File: src/rtl/fetch_unit.sv
// Instruction fetch stage: sequences the PC, issues single-outstanding word fetches
// to instruction memory, and buffers returned words in order for decode.
module fetch_unit #(
  parameter logic [31:0] RESET_PC   = 32'h0000_0000,
  parameter int          FIFO_DEPTH = 2
) (
  input  logic        CLK,
  input  logic        RST,
  input  logic        Redirect_En,
  input  logic [31:0] Redirect_PC,
  output logic        IMEM_Req,
  output logic [31:0] IMEM_Addr,
  input  logic        IMEM_Gnt,
  input  logic        IMEM_RValid,
  input  logic [31:0] IMEM_RData,
  output logic        Instr_Valid,
  input  logic        Instr_Ready,
  output logic [31:0] Instr,
  output logic [31:0] Instr_PC,
  output logic [31:0] Instr_PC4
);

  localparam int          PTR_W     = (FIFO_DEPTH > 1) ? $clog2(FIFO_DEPTH) : 1;
  localparam int          CNT_W     = PTR_W + 1;
  localparam logic [31:0] NOP       = 32'h0000_0013;
  localparam logic [31:0] WORD_MASK = 32'hFFFF_FFFC;

  typedef enum logic [1:0] {
    S_REQ  = 2'd0,
    S_WAIT = 2'd1,
    S_DROP = 2'd2
  } state_t;

  state_t             state;
  state_t             state_nxt;
  logic               req;
  logic               req_nxt;
  logic [31:0]        pc;
  logic [31:0]        req_pc_p0;
  logic [PTR_W-1:0]   head;
  logic [PTR_W-1:0]   tail;
  logic [CNT_W-1:0]   count;
  logic [CNT_W-1:0]   count_nxt;
  logic [31:0]        instr_mem [FIFO_DEPTH];
  logic [31:0]        pc_mem    [FIFO_DEPTH];
  logic               grant;
  logic               push;
  logic               pop;
  logic               head_vld;

  assign grant    = req && IMEM_Gnt;
  assign head_vld = (count != '0);
  // A redirect kills both the incoming word and the decode handshake in the same cycle.
  assign push     = (state == S_WAIT) && IMEM_RValid && !Redirect_En;
  assign pop      = head_vld && Instr_Ready && !Redirect_En;

  always_comb begin
    state_nxt = state;
    case (state)
      S_REQ:   if (grant) state_nxt = S_WAIT;
      S_WAIT:  if (IMEM_RValid) state_nxt = S_REQ;
      S_DROP:  if (IMEM_RValid) state_nxt = S_REQ;
      default: state_nxt = S_REQ;
    endcase
    // An outstanding request that is still unanswered after a redirect must be drained.
    if (Redirect_En) begin
      if (state == S_REQ) state_nxt = grant ? S_DROP : S_REQ;
      else                state_nxt = IMEM_RValid ? S_REQ : S_DROP;
    end
  end

  always_comb begin
    if (Redirect_En) count_nxt = '0;
    else             count_nxt = count + CNT_W'(push) - CNT_W'(pop);
  end

  // Issuing only with a free slot reserves room for the returning word.
  assign req_nxt = (state_nxt == S_REQ) && (count_nxt < CNT_W'(FIFO_DEPTH));

  // Control state: FSM, request flag, PC and buffer pointers.
  always_ff @(posedge CLK) begin
    if (RST) begin
      state <= S_REQ;
      req   <= 1'b0;
      pc    <= RESET_PC & WORD_MASK;
      head  <= '0;
      tail  <= '0;
      count <= '0;
    end else begin
      state <= state_nxt;
      req   <= req_nxt;
      count <= count_nxt;
      if (Redirect_En) begin
        pc   <= Redirect_PC & WORD_MASK;
        head <= '0;
        tail <= '0;
      end else begin
        if (grant) pc   <= pc + 32'd4;
        if (push)  tail <= tail + PTR_W'(1);
        if (pop)   head <= head + PTR_W'(1);
      end
    end
  end

  // Data path: address of the request in flight and the buffer storage.
  always_ff @(posedge CLK) begin
    if (grant) req_pc_p0 <= pc;
    if (push) begin
      instr_mem[tail] <= IMEM_RData;
      pc_mem[tail]    <= req_pc_p0;
    end
  end

  assign IMEM_Req    = req;
  assign IMEM_Addr   = pc;
  assign Instr_Valid = head_vld;
  assign Instr       = head_vld ? instr_mem[head]       : NOP;
  assign Instr_PC    = head_vld ? pc_mem[head]          : 32'd0;
  assign Instr_PC4   = head_vld ? pc_mem[head] + 32'd4  : 32'd0;

endmodule

File: config.mk
export PLATFORM = sky130hd
export DESIGN_NAME = fetch_unit
export DESIGN_NICKNAME = d
export VERILOG_FILES = /design/src/rtl/fetch_unit.sv
export SDC_FILE = /design/constraint.sdc
export NUM_CORES = 1
export LEC_CHECK = 0
export CELL_PAD_IN_SITES_DETAIL_PLACEMENT = 1
export CELL_PAD_IN_SITES_GLOBAL_PLACEMENT = 1
export CORE_MARGIN = 4
export CORE_UTILIZATION = 45
export CTS_BUF_LIST = sky130_fd_sc_hd__clkbuf_8
export CTS_CLUSTER_DIAMETER = 120
export DETAILED_ROUTE_END_ITERATION = 6
export DONT_BUFFER_PORTS = 1
export PLACE_DENSITY = 0.83
export SLEW_MARGIN = 20
export SYNTH_ARGS = -nofsm -noshare
export SYNTH_HDL_FRONTEND = slang
export SYNTH_SLANG_ARGS = --single-unit
File: constraint.sdc
create_clock -name CLK -period 6.7 [get_ports CLK]
set_clock_uncertainty 0.2 [all_clocks]
set_input_delay 1.34 -clock CLK [delete_from_list [all_inputs] [get_ports CLK]]
set_output_delay 1.34 -clock CLK [all_outputs]
set_load 0.05 [all_outputs]
* Yosys cells after proc, flatten, opt, wreduce, memory -nomap -nowiden
Memory sizes are Yosys's and may differ from the RTL's. A register that Yosys moved wholly into a read port is not among the register bits.
Index checks and enable logic that the tools add are counted.
** Storage, ports and cells
- Register bits :: 71
- Output and inout port bits :: 130
- Memory bits (writable) :: 128
- Memories :: 2
- Word-level logic and storage cells :: 51
** Memories
- instr_mem :: depth 2, bits a word 32, rd ports 1, clocked after memory_dff 1, write ports 1, line 44 : logic [31:0] instr_mem [FIFO_DEPTH];
- pc_mem :: depth 2, bits a word 32, rd ports 1, clocked after memory_dff 1, write ports 1, line 45 : logic [31:0] pc_mem [FIFO_DEPTH];
** Cells by class
- Magnitude comparators :: 1
- Reduce and logical (&&, ||, !) cells :: 13
- Equality and inequality tests :: 2
- $add $sub $neg :: 6
- Muxes and demuxes :: 19
** Operators with widths (count)
- $mux 32 :: 5
- $add 32x3->32 const B :: 2
- $mux 2 :: 7
- $logic_and 1x1->1 :: 6
- $mux 1 :: 6
- $logic_not 2->1 :: 2
- $pmux 2 s2 :: 1
- $reduce_bool 2->1 :: 2
- $reduce_or 2->1 :: 2
- $add 1x1->1 const B :: 2
- $add 2x1->2 :: 1
- $eq 2x1->1 const B :: 1
- $eq 2x2->1 const B :: 1
- $lt 2x2->1 const B :: 1
- $sub 2x1->2 :: 1
- $logic_not 1->1 :: 1

* Logic depth before layout (Yosys ltp)
Gate-level depths: netlist of the first run.
- Word-level depth :: 8
- Depth in mapped cells :: 12
- Gate-level depth less buffers :: 11

* Least setup slack after synthesis of the first run
OpenSTA, ideal clock, no wires.
- Kind :: reg-to-output
- Start point :: register with a tool-made name
- End point :: output port Instr_PC4[20]
- Setup slack :: 1.163 ns
- Arrival :: 3.997 ns
- Stages on the path, launching flop included :: 12
- Buffers on the path :: 5
- Path through :: dfxtp_1 buf_6 buf_2 buf_2 buf_2 mux2_2 ha_1 nand4b_1 a22oi_1 nand2_1 clkbuf_1 o41ai_1
** RTL lines
- end: declaration :: line 20 : output logic [31:0] Instr_PC4

==> results of run 1 <==
[logic make-up (layout without fill, tap and decap cells)]
logic type,after synthesis,in the layout,synth area share
mux,69,69,0.0820
buf+inv,50,59,0.0279
simple gates,265,265,0.150
fa+ha+maj,7,7,0.0102
xor+xnor,38,38,0.0388
other cells,1,6,0.000437
compound gates,76,76,0.0634
flops,192,192,0.628
[flip-flops by register name, indices dropped and copies added (netlist names), named ones only]
register,cells
instr_mem,64
pc_mem,60
IMEM_Addr,30
req_pc_p0,30
count,2
state,2
IMEM_Req,1
head,1
tail,1
[power by group]
| part | switching (W) | internal (W) |
|---|---|---|
| Combinational | 0.0000475 | 0.0000213 |
| Clock | 0.000395 | 0.000366 |
| Sequential | 0.0000760 | 0.00132 |
[synth_stat cells (15+ instances only)]
cell type	count
nand4_1	15
edfxtp_1	154
clkbuf_1	19
dfxtp_1	38
nand3_1	27
nor3_1	17
a21oi_1	15
xor2_1	20
a211oi_1	17
mux2i_1	59
nor2_1	105
nand2_1	48
xnor2_1	18
[through the flow]
stage	util	setup WS (ns)	cells	hold slack (ns)	power, W
3_5_place_dp	0.476	1.47	914	0.233	0.00149
5_1_grt	0.497	0.767	946	0.269	0.00231
6_report	0.497	0.990	946	0.252	0.00222
4_1_cts	0.497	0.960	946	0.255	0.00224
2_1_floorplan	-	1.16	703	0.221	0.00147
3_3_place_gp	0.476	1.56	914	0.231	0.00148
[worst max-delay path by stage]
stage | from | end | slack [ns] | depth (start not counted)
floorplan | flip-flop | Instr_PC4[20] | 1.16 | 11
global placement | flip-flop | Instr_PC4[25] | 1.56 | 6
detailed placement | flip-flop | Instr_PC4[25] | 1.47 | 6
CTS | flip-flop | Instr_PC4[25] | 0.96 | 6
global route | flip-flop | Instr_PC4[25] | 0.77 | 6
finish | flip-flop | Instr_PC4[25] | 0.99 | 6
[layer usage]
| layer | up-vias | GRT usage | share of wire |
|---|---|---|---|
| li1 | 2563 | - | - |
| met1 | 2659 | 0.260 | 0.43 |
| met2 | 203 | 0.318 | 0.46 |
| met3 | 20 | 0.0683 | 0.089 |
| met4 | 0 | 0.0527 | 0.013 |
| met5 | - | 0 | 0 |
[worst register-to-register path: stages, from the launching register on]
cell and delay, ns:
dfxtp_1 0.35, nor2_4 0.75, inv_1 0.24, buf_4 0.32, nand2_1 0.18, nor2_1 0.05, ha_1 0.27, inv_1 0.04
ha_1 0.17, xor2_1 0.15, xnor2_1 0.25, nor2_1 0.10, nor4_1 0.16
[area by class of cell]
class | instances | share of cell area
clock inverters | 15 | 0.0182
repair buffers | 15 | 0.0133
multi-input cells | 461 | 0.328
well taps | 234 | 0.0315
inverters | 12 | 0.00484
clock buffers | 17 | 0.0251
flip-flops and latches | 192 | 0.579
==> flow_summary.yaml, run 1 <==
cts:
  postCtsSetupBuffers: 0
  postCtsHoldBufs: 0
  clock-sinks: 192
  cts_max_level: 4
  cts_tree: "built"
  clkLatencyLatePin_ns: 0.45
  cts_buffers: 17
  clock-root-buffer: "clkbuf_8"
  clkTransAtPathRegs_ns: 0.09
  cts_max_path_buffers: 2
  cts.repair.resized: 0
worst_hold_path:
  hold-path-endpoint: "pc_mem[1][15]$_DFFE_PP_"
  worst_hold_startpoint: "req_pc_p0[15]$_DFFE_PP_"
  hold_class: "flip-flop to flip-flop"
  hold_depth: 0
run:
  cap_violations: 0
sta:
  final_max_slew_viol_count: 0
  slew_headroom: 0.227
  worst_pin_slew_ns: 1.16
  fin_crit_ns: 5.71
  finalSetupViolCount: 0
  clock.fmax_mhz: 175
  hold_viol: 0
  setup_tns_ns: 0
  rsz0062_at_grt: "false"
  min_period_over_period: 0.852
yosys:
  synth_edf_count: 154
  netlist_instances: 698
  syn_area_sq_um: 8580
  ys_ff_latch: 192
  synth.distinct_cells: 56
  avgSynthCellArea_sq_um: 12.3
  yosysWarnings: 0
  yosysTopAreaCell: "edfxtp_1"
  async_flop_share: 0
  synth.area.top_cells: "edfxtp_1 (54%), dfxtp_1 (8.9%), mux2i_1 (6.9%), nor2_1 (4.6%), nand2_1 (2.1%)"
  synth-main-ff-cell: "edfxtp_1"
  synth_seq_area_share: 0.628
  yosysTopAreaCellShare: 0.539
floorplan:
  fp.dieW_microns: 146
  rows: 50
  core_sq_um: 18700
  dieArea_sq_um: 21300
  die_y_microns: 146
  start_util: 0.459
  ios: 200
power_and_ir_drop:
  vdd_ir_drop_max_mv: 0.119
  p_per_area_nw_per_um2: 239
  p_leak_nw: 2.92
final_layout:
  mostFrequentLayoutCells: "edfxtp_1 (154), nor2_1 (102), mux2i_1 (59)"
  n_antenna_cell: 0
  seq_area_sq_um: 5390
  final_common_cell: "edfxtp_1"
  fin_area_sq_um: 9310
  fillers: 1937
  num-nets-final: 776
  drive_gt1_frac: 0.111
  multiInputGateArea_sq_um: 3050
  synthToLayoutAreaGrowth_pct: 8.47
setup_path:
  cp_cell_sequence: "buf_4, nand3_1, o21ai_0, nand4_2, o31a_1, nor3_2"
  cp.required_ns: 5.16
  slowest_delay_ns: 0.75
  crit_path_end_kind: "output port"
  worstPathArrival_ns: 4.17
  cp_slowest_cell: "nor3_2"
  cp_top_family: "simple AND/OR/NAND/NOR gates"
  cp-start-kind: "flip-flop"
  r2r-start: "count[1]$_SDFF_PP0_"
  path_class: "flip-flop to output port"
  rr_worst_depth: 12
  r2r_end: "IMEM_Req$_SDFF_PP0_"
  crit_path_max_fanout: 48
  cp_num_buf_inv: 1
  r2r_slack_ns: 3.37
grt:
  antenna_found_initial: 0
  grt_overflow: 0
  grt_max_degree: 49
  grt_pass1_vias: 5739
  grt_util_all_layers: 0.198
  grt_first_pass_wirelength_mm: 33.3
drt:
  dr.pass1.iters: 4
  final_antenna_net_count: 0
  wl_mm: 21.2
  viasPerCell: 5.76
  vias: 5445
  drc_errors: 0
  drt_iter0_markers: 173
  wl_per_cell_microns: 22.5
placed_design:
  hpwl_mm: 15.9
  place_area_sq_um: 8900
  gp_congestion: 0.812
  numPortBuffers: 0
run_status:
  outcome: "finished clean"
No activity file was read; power rests on OpenSTA's default activity.
==> inputs of run 2 (changes only) <==
--- a/config.mk
+++ b/config.mk
@@ -13,6 +13,7 @@
 export CTS_CLUSTER_DIAMETER = 120
 export DETAILED_ROUTE_END_ITERATION = 6
 export DONT_BUFFER_PORTS = 1
+export GPL_ROUTABILITY_DRIVEN = 0
 export PLACE_DENSITY = 0.83
 export SLEW_MARGIN = 20
 export SYNTH_ARGS = -nofsm -noshare
==> flow_summary.yaml, run 2 (same netlist as run 1, synthesis figures left out) <==
run_status:
  outcome: "finished clean"
setup_path:
  cp.required_ns: 5.16
  worstPathArrival_ns: 4.21
  crit_path_max_fanout: 60
  cp-start-kind: "flip-flop"
  r2r-start: "count[1]$_SDFF_PP0_"
  path_class: "flip-flop to output port"
  crit_path_end_kind: "output port"
power_and_ir_drop:
  p_per_area_nw_per_um2: 230
  p_int_w: 0.00162
  p_leak_nw: 2.90
  p_switching_w: 0.000503
  comb_power_share: 0.032
  power_w: 0.00212
  p_sw_frac: 0.237
  vdd_ir_drop_max_mv: 0.111
  power_frac_clock: 0.313
  power_frac_seq: 0.655
sta:
  worst_pin_slew_ns: 1.17
  finalSetupViolCount: 0
  hold_viol: 0
  slew_headroom: 0.218
  setup_tns_ns: 0
  clock.fmax_mhz: 174
  rsz0062_at_grt: "false"
  fin_ws_ns: 0.945
  final_max_slew_viol_count: 0
  fin_crit_ns: 5.75
  min_period_over_period: 0.859
floorplan:
  dieArea_sq_um: 21300
  core_sq_um: 18700
  rows: 50
  die_y_microns: 146
  ios: 200
  fp.dieW_microns: 146
  start_util: 0.459
cts:
  clkLatencyLatePin_ns: 0.44
  clkTransAtPathRegs_ns: 0.09
  postCtsSetupBuffers: 0
  clock-sinks: 192
  cts_max_level: 4
  cts_buffers: 17
  cts.repair.resized: 0
  postCtsHoldBufs: 0
  clock-root-buffer: "clkbuf_8"
  cts_max_path_buffers: 2
  cts_tree: "built"
drt:
  wl_mm: 21.3
  vias: 5508
  dr.pass1.iters: 4
  drt_iter0_markers: 263
  final_antenna_net_count: 0
  viasPerCell: 5.83
  wl_per_cell_microns: 22.5
  drc_errors: 0
final_layout:
  fillers: 1921
  drive_gt1_frac: 0.107
  top_regs: "instr_mem x64, pc_mem x60"
  fin_area_sq_um: 9240
  top_register: "instr_mem"
  synthToLayoutAreaGrowth_pct: 7.73
  largest_register_ffs: 64
  mostFrequentLayoutCells: "edfxtp_1 (154), nor2_1 (102), mux2i_1 (59)"
  n_antenna_cell: 0
  final_common_cell: "edfxtp_1"
  post-route-util: 0.494
  num-nets-final: 777
placed_design:
  hpwl_mm: 15.9
  numPortBuffers: 0
  place_area_sq_um: 8900
  dpl_worst_slack_ns: 1.40
grt:
  antenna_found_initial: 0
  grt_overflow: 0
  grt_first_pass_wirelength_mm: 33.2
  grt_max_degree: 61
  grt_util_all_layers: 0.198
  grt_pass1_vias: 5753
run:
  cap_violations: 0
worst_hold_path:
  hold_class: "flip-flop to flip-flop"
  worst_hold_startpoint: "req_pc_p0[19]$_DFFE_PP_"
-- run 2: area by class of cell --
class | instances | area, sq um | area share
clock buffer | 17 | 234 | 0.0253
clock inverter | 13 | 104 | 0.0112
inverter | 12 | 45.0 | 0.00487
multi-input combinational | 461 | 3050 | 0.330
sequential | 192 | 5390 | 0.583
tap | 234 | 293 | 0.0317
timing repair buffer | 16 | 131 | 0.0142
-- run 2: worst paths after layout --
kind	to	slack, ns	depth (start not counted)
setup / recovery	Instr_PC4[22]	0.95	6
hold / removal	pc_mem[1][19]$_DFFE_PP_	0.25	0
setup reg to reg	IMEM_Req$_SDFF_PP0_	3.48	12
hold reg to reg	pc_mem[1][19]$_DFFE_PP_	0.25	0
-- run 2: critical path, cell delays in order (launching register included) --
cell and delay [ns]:
dfxtp_4 0.84, buf_4 0.58, nand3_1 0.13, a22oi_1 0.59, nand2_1 0.51, nor4_1 0.57
mux2_2 0.52
-- run 2: power by group through the flow --
stage	Sequential, W	Combinational, W	Clock [W]
finish	0.00139	0.0000686	0.000664
global route	0.00140	0.0000758	0.000750
CTS	0.00139	0.0000688	0.000689
detailed placement	0.00142	0.0000684	0
global placement	0.00142	0.0000646	0
floorplan	0.00141	0.0000634	0
-- run 2: stage by stage --
stage	cells	hold slack, ns
3_3_place_gp	915	0.233
5_1_grt	945	0.269
3_5_place_dp	915	0.234
4_1_cts	945	0.256
6_report	945	0.255
2_1_floorplan	703	0.221
-- run 2: metal layers --
metal / GRT usage / part of all wire
met1: 0.256 / 0.42
met2: 0.315 / 0.48
met3: 0.0847 / 0.098
met4: 0.0390 / 0.0038
met5: 0 / 0
==> inputs of run 3 (changes only) <==
--- a/config.mk
+++ b/config.mk
@@ -5,6 +5,7 @@
 export SDC_FILE = /design/constraint.sdc
 export NUM_CORES = 1
 export LEC_CHECK = 0
+export ABC_AREA = 1
 export CELL_PAD_IN_SITES_DETAIL_PLACEMENT = 1
 export CELL_PAD_IN_SITES_GLOBAL_PLACEMENT = 1
 export CORE_MARGIN = 4
@@ -14,7 +15,7 @@
 export DETAILED_ROUTE_END_ITERATION = 6
 export DONT_BUFFER_PORTS = 1
 export GPL_ROUTABILITY_DRIVEN = 0
-export PLACE_DENSITY = 0.83
+export PLACE_DENSITY = 0.87
 export SLEW_MARGIN = 20
 export SYNTH_ARGS = -nofsm -noshare
 export SYNTH_HDL_FRONTEND = slang
==> flow_summary.yaml, run 3 <==
drt:
  drt_iter0_markers: 378
  wl_per_cell_microns: 18.2
  dr.pass1.iters: 5
  viasPerCell: 5.32
  wl_mm: 24.3
  vias: 7108
  final_antenna_net_count: 0
  drc_errors: 0
sta:
  hold-worst-slack_ns: 0.260
  clock.fmax_mhz: 194
  final_max_slew_viol_count: 0
  min_period_over_period: 0.768
  worst_pin_slew_ns: 1.14
  hold_viol: 0
  fin_crit_ns: 5.15
  finalSetupViolCount: 0
  slew_headroom: 0.241
  setup_tns_ns: 0
  rsz0062_at_grt: "false"
setup_path:
  crit_path_max_fanout: 42
  cp_common_cell: "nand2_1"
  cp.depth: 12
  cp.required_ns: 5.16
  slowest_delay_ns: 0.67
  path_class: "flip-flop to output port"
  rr_worst_depth: 7
  cp-start-kind: "flip-flop"
  crit_path_end_kind: "output port"
  cp_num_buf_inv: 2
  cp_slowest_cell: "nor2_1"
  cp_cell_sequence: "inv_2, buf_4, nand2_1, nand2_1, nand2_1, nor2_1, nand2_1, nor2_1, nand2_1, nand2_1, nand2_1, nor2_1"
  worstPathArrival_ns: 3.61
  cp_top_family: "simple AND/OR/NAND/NOR gates"
floorplan:
  start_util: 0.465
  rows: 51
  ios: 200
  die_y_microns: 151
  dieArea_sq_um: 22700
  fp.dieW_microns: 151
  core_sq_um: 19700
final_layout:
  n_antenna_cell: 0
  largest_register_ffs: 64
  mostFrequentLayoutCells: "nand2_1 (370), edfxtp_1 (154), nor2_1 (133)"
  drive_gt1_frac: 0.0561
  top_register: "instr_mem"
  top_regs: "instr_mem x64, pc_mem x60"
  synthToLayoutAreaGrowth_pct: 7.93
  num-nets-final: 1134
  final_common_cell: "nand2_1"
yosys:
  ys_ff_latch: 192
  synth.area.mux_share: 0
  synth_seq_area_share: 0.588
  synth_top_family_by_area: "simple AND/OR/NAND/NOR gates"
  synth.most_common_cell: "nand2_1"
  async_flop_share: 0
  avgSynthCellArea_sq_um: 8.61
  synthAdderAreaFrac: 0.00956
  yosysTopAreaCellShare: 0.505
  synth-compound-area-share: 0.0707
  syn_area_sq_um: 9160
  netlist_instances: 1064
  synthXorXnorAreaFrac: 0.0143
  yosysWarnings: 0
  synth-main-ff-cell: "edfxtp_1"
  synth.area.top_cells: "edfxtp_1 (50%), nand2_1 (15%), dfxtp_1 (8.3%), nor2_1 (5.6%), inv_1 (4.3%)"
  yosysTopAreaCell: "edfxtp_1"
  synth_edf_count: 154
  synth_simple_gate_area_frac: 0.253
  synth.distinct_cells: 33
  synthTopCellsByCount: "nand2_1 (370), edfxtp_1 (154), nor2_1 (137)"
cts:
  cts_tree: "built"
  clkTransAtPathRegs_ns: 0.11
  clock-sinks: 192
  cts_max_level: 4
  clock-root-buffer: "clkbuf_8"
  clkLatencyLatePin_ns: 0.47
  cts_max_path_buffers: 2
  postCtsSetupBuffers: 0
  cts_buffers: 17
  postCtsHoldBufs: 0
  cts.repair.resized: 0
grt:
  grt_first_pass_wirelength_mm: 37.2
  grt_util_all_layers: 0.212
  grt_pass1_vias: 7084
  grt_overflow: 0
  grt_max_degree: 68
  antenna_found_initial: 1
power_and_ir_drop:
  power_w: 0.00230
  p_per_area_nw_per_um2: 232
  vdd_ir_drop_max_mv: 0.160
  p_leak_nw: 3.76
worst_hold_path:
  hold_class: "flip-flop to flip-flop"
  hold_depth: 0
run:
  cap_violations: 0
placed_design:
  numPortBuffers: 0
  hpwl_mm: 18.2
run_status:
  outcome: "finished clean"
[run 3: cell types whose count changed after synthesis, sizes merged, moves of 25 or more]
cell	before	now
inv	12	105
nor2	105	143
a21oi	15	68
nand2	49	371
mux2i	59	0
nand3	27	57
o21ai	12	37
[run 3: cell type report]
class,instances,area (sq um)
repair buffers,9,67.6
flip-flops and latches,192,5390
clock inverters,15,231
well taps,265,332
inverters,106,398
fillers,2327,9830
multi-input cells,731,3240
clock buffers,17,234
[run 3: cells by family (layout without fill, tap and decap cells)]
family          after synthesis  in the layout
simple gates                583            583
flops                       192            192
buf+inv                     146            147
compound gates              120            120
xor+xnor                     15             15
fa+ha+maj                     7              7
other cells                   1              6
[run 3: path summary, 6_finish.rpt]
path                            slack (ns)                    start                    endpoint
worst max-delay path                  1.55                flip-flop               Instr_PC4[28]
worst max register to register        3.76      IMEM_Req$_SDFF_PP0_  IMEM_Addr[27]$_SDFFE_PP0P_
worst min-delay path                  0.26  req_pc_p0[28]$_DFFE_PP_     pc_mem[1][28]$_DFFE_PP_
worst min register to register        0.26  req_pc_p0[28]$_DFFE_PP_     pc_mem[1][28]$_DFFE_PP_
[run 3: per-stage QoR]
step | area [sq um] | instances | utilization | setup WS, ns
floorplan | 9180 | 1069 | - | 1.64
global placement | 9420 | 1303 | 0.478 | 2.10
detailed placement | 9420 | 1303 | 0.478 | 2.06
CTS | 9890 | 1335 | 0.502 | 1.53
global route | 9890 | 1335 | 0.502 | 1.26
finish | 9890 | 1335 | 0.502 | 1.55
[run 3: power breakdown]
| group | internal, W | switching (W) | leakage (nW) |
|---|---|---|---|
| sequential | 0.00132 | 0.0000756 | 1.72 |
| clock | 0.000308 | 0.000509 | 0.224 |
| combinational | 0.0000238 | 0.0000639 | 1.82 |
| total | 0.00165 | 0.000648 | 3.76 |
[run 3: routing by layer]
layer / GRT usage / wire (microns) / vias to the layer above
met5: 0 / 7 / -
met4: 0.0617 / 494 / 2
met3: 0.0620 / 2070 / 35
met2: 0.361 / 11600 / 245
met1: 0.263 / 10100 / 3406
li1: - / - / 3420
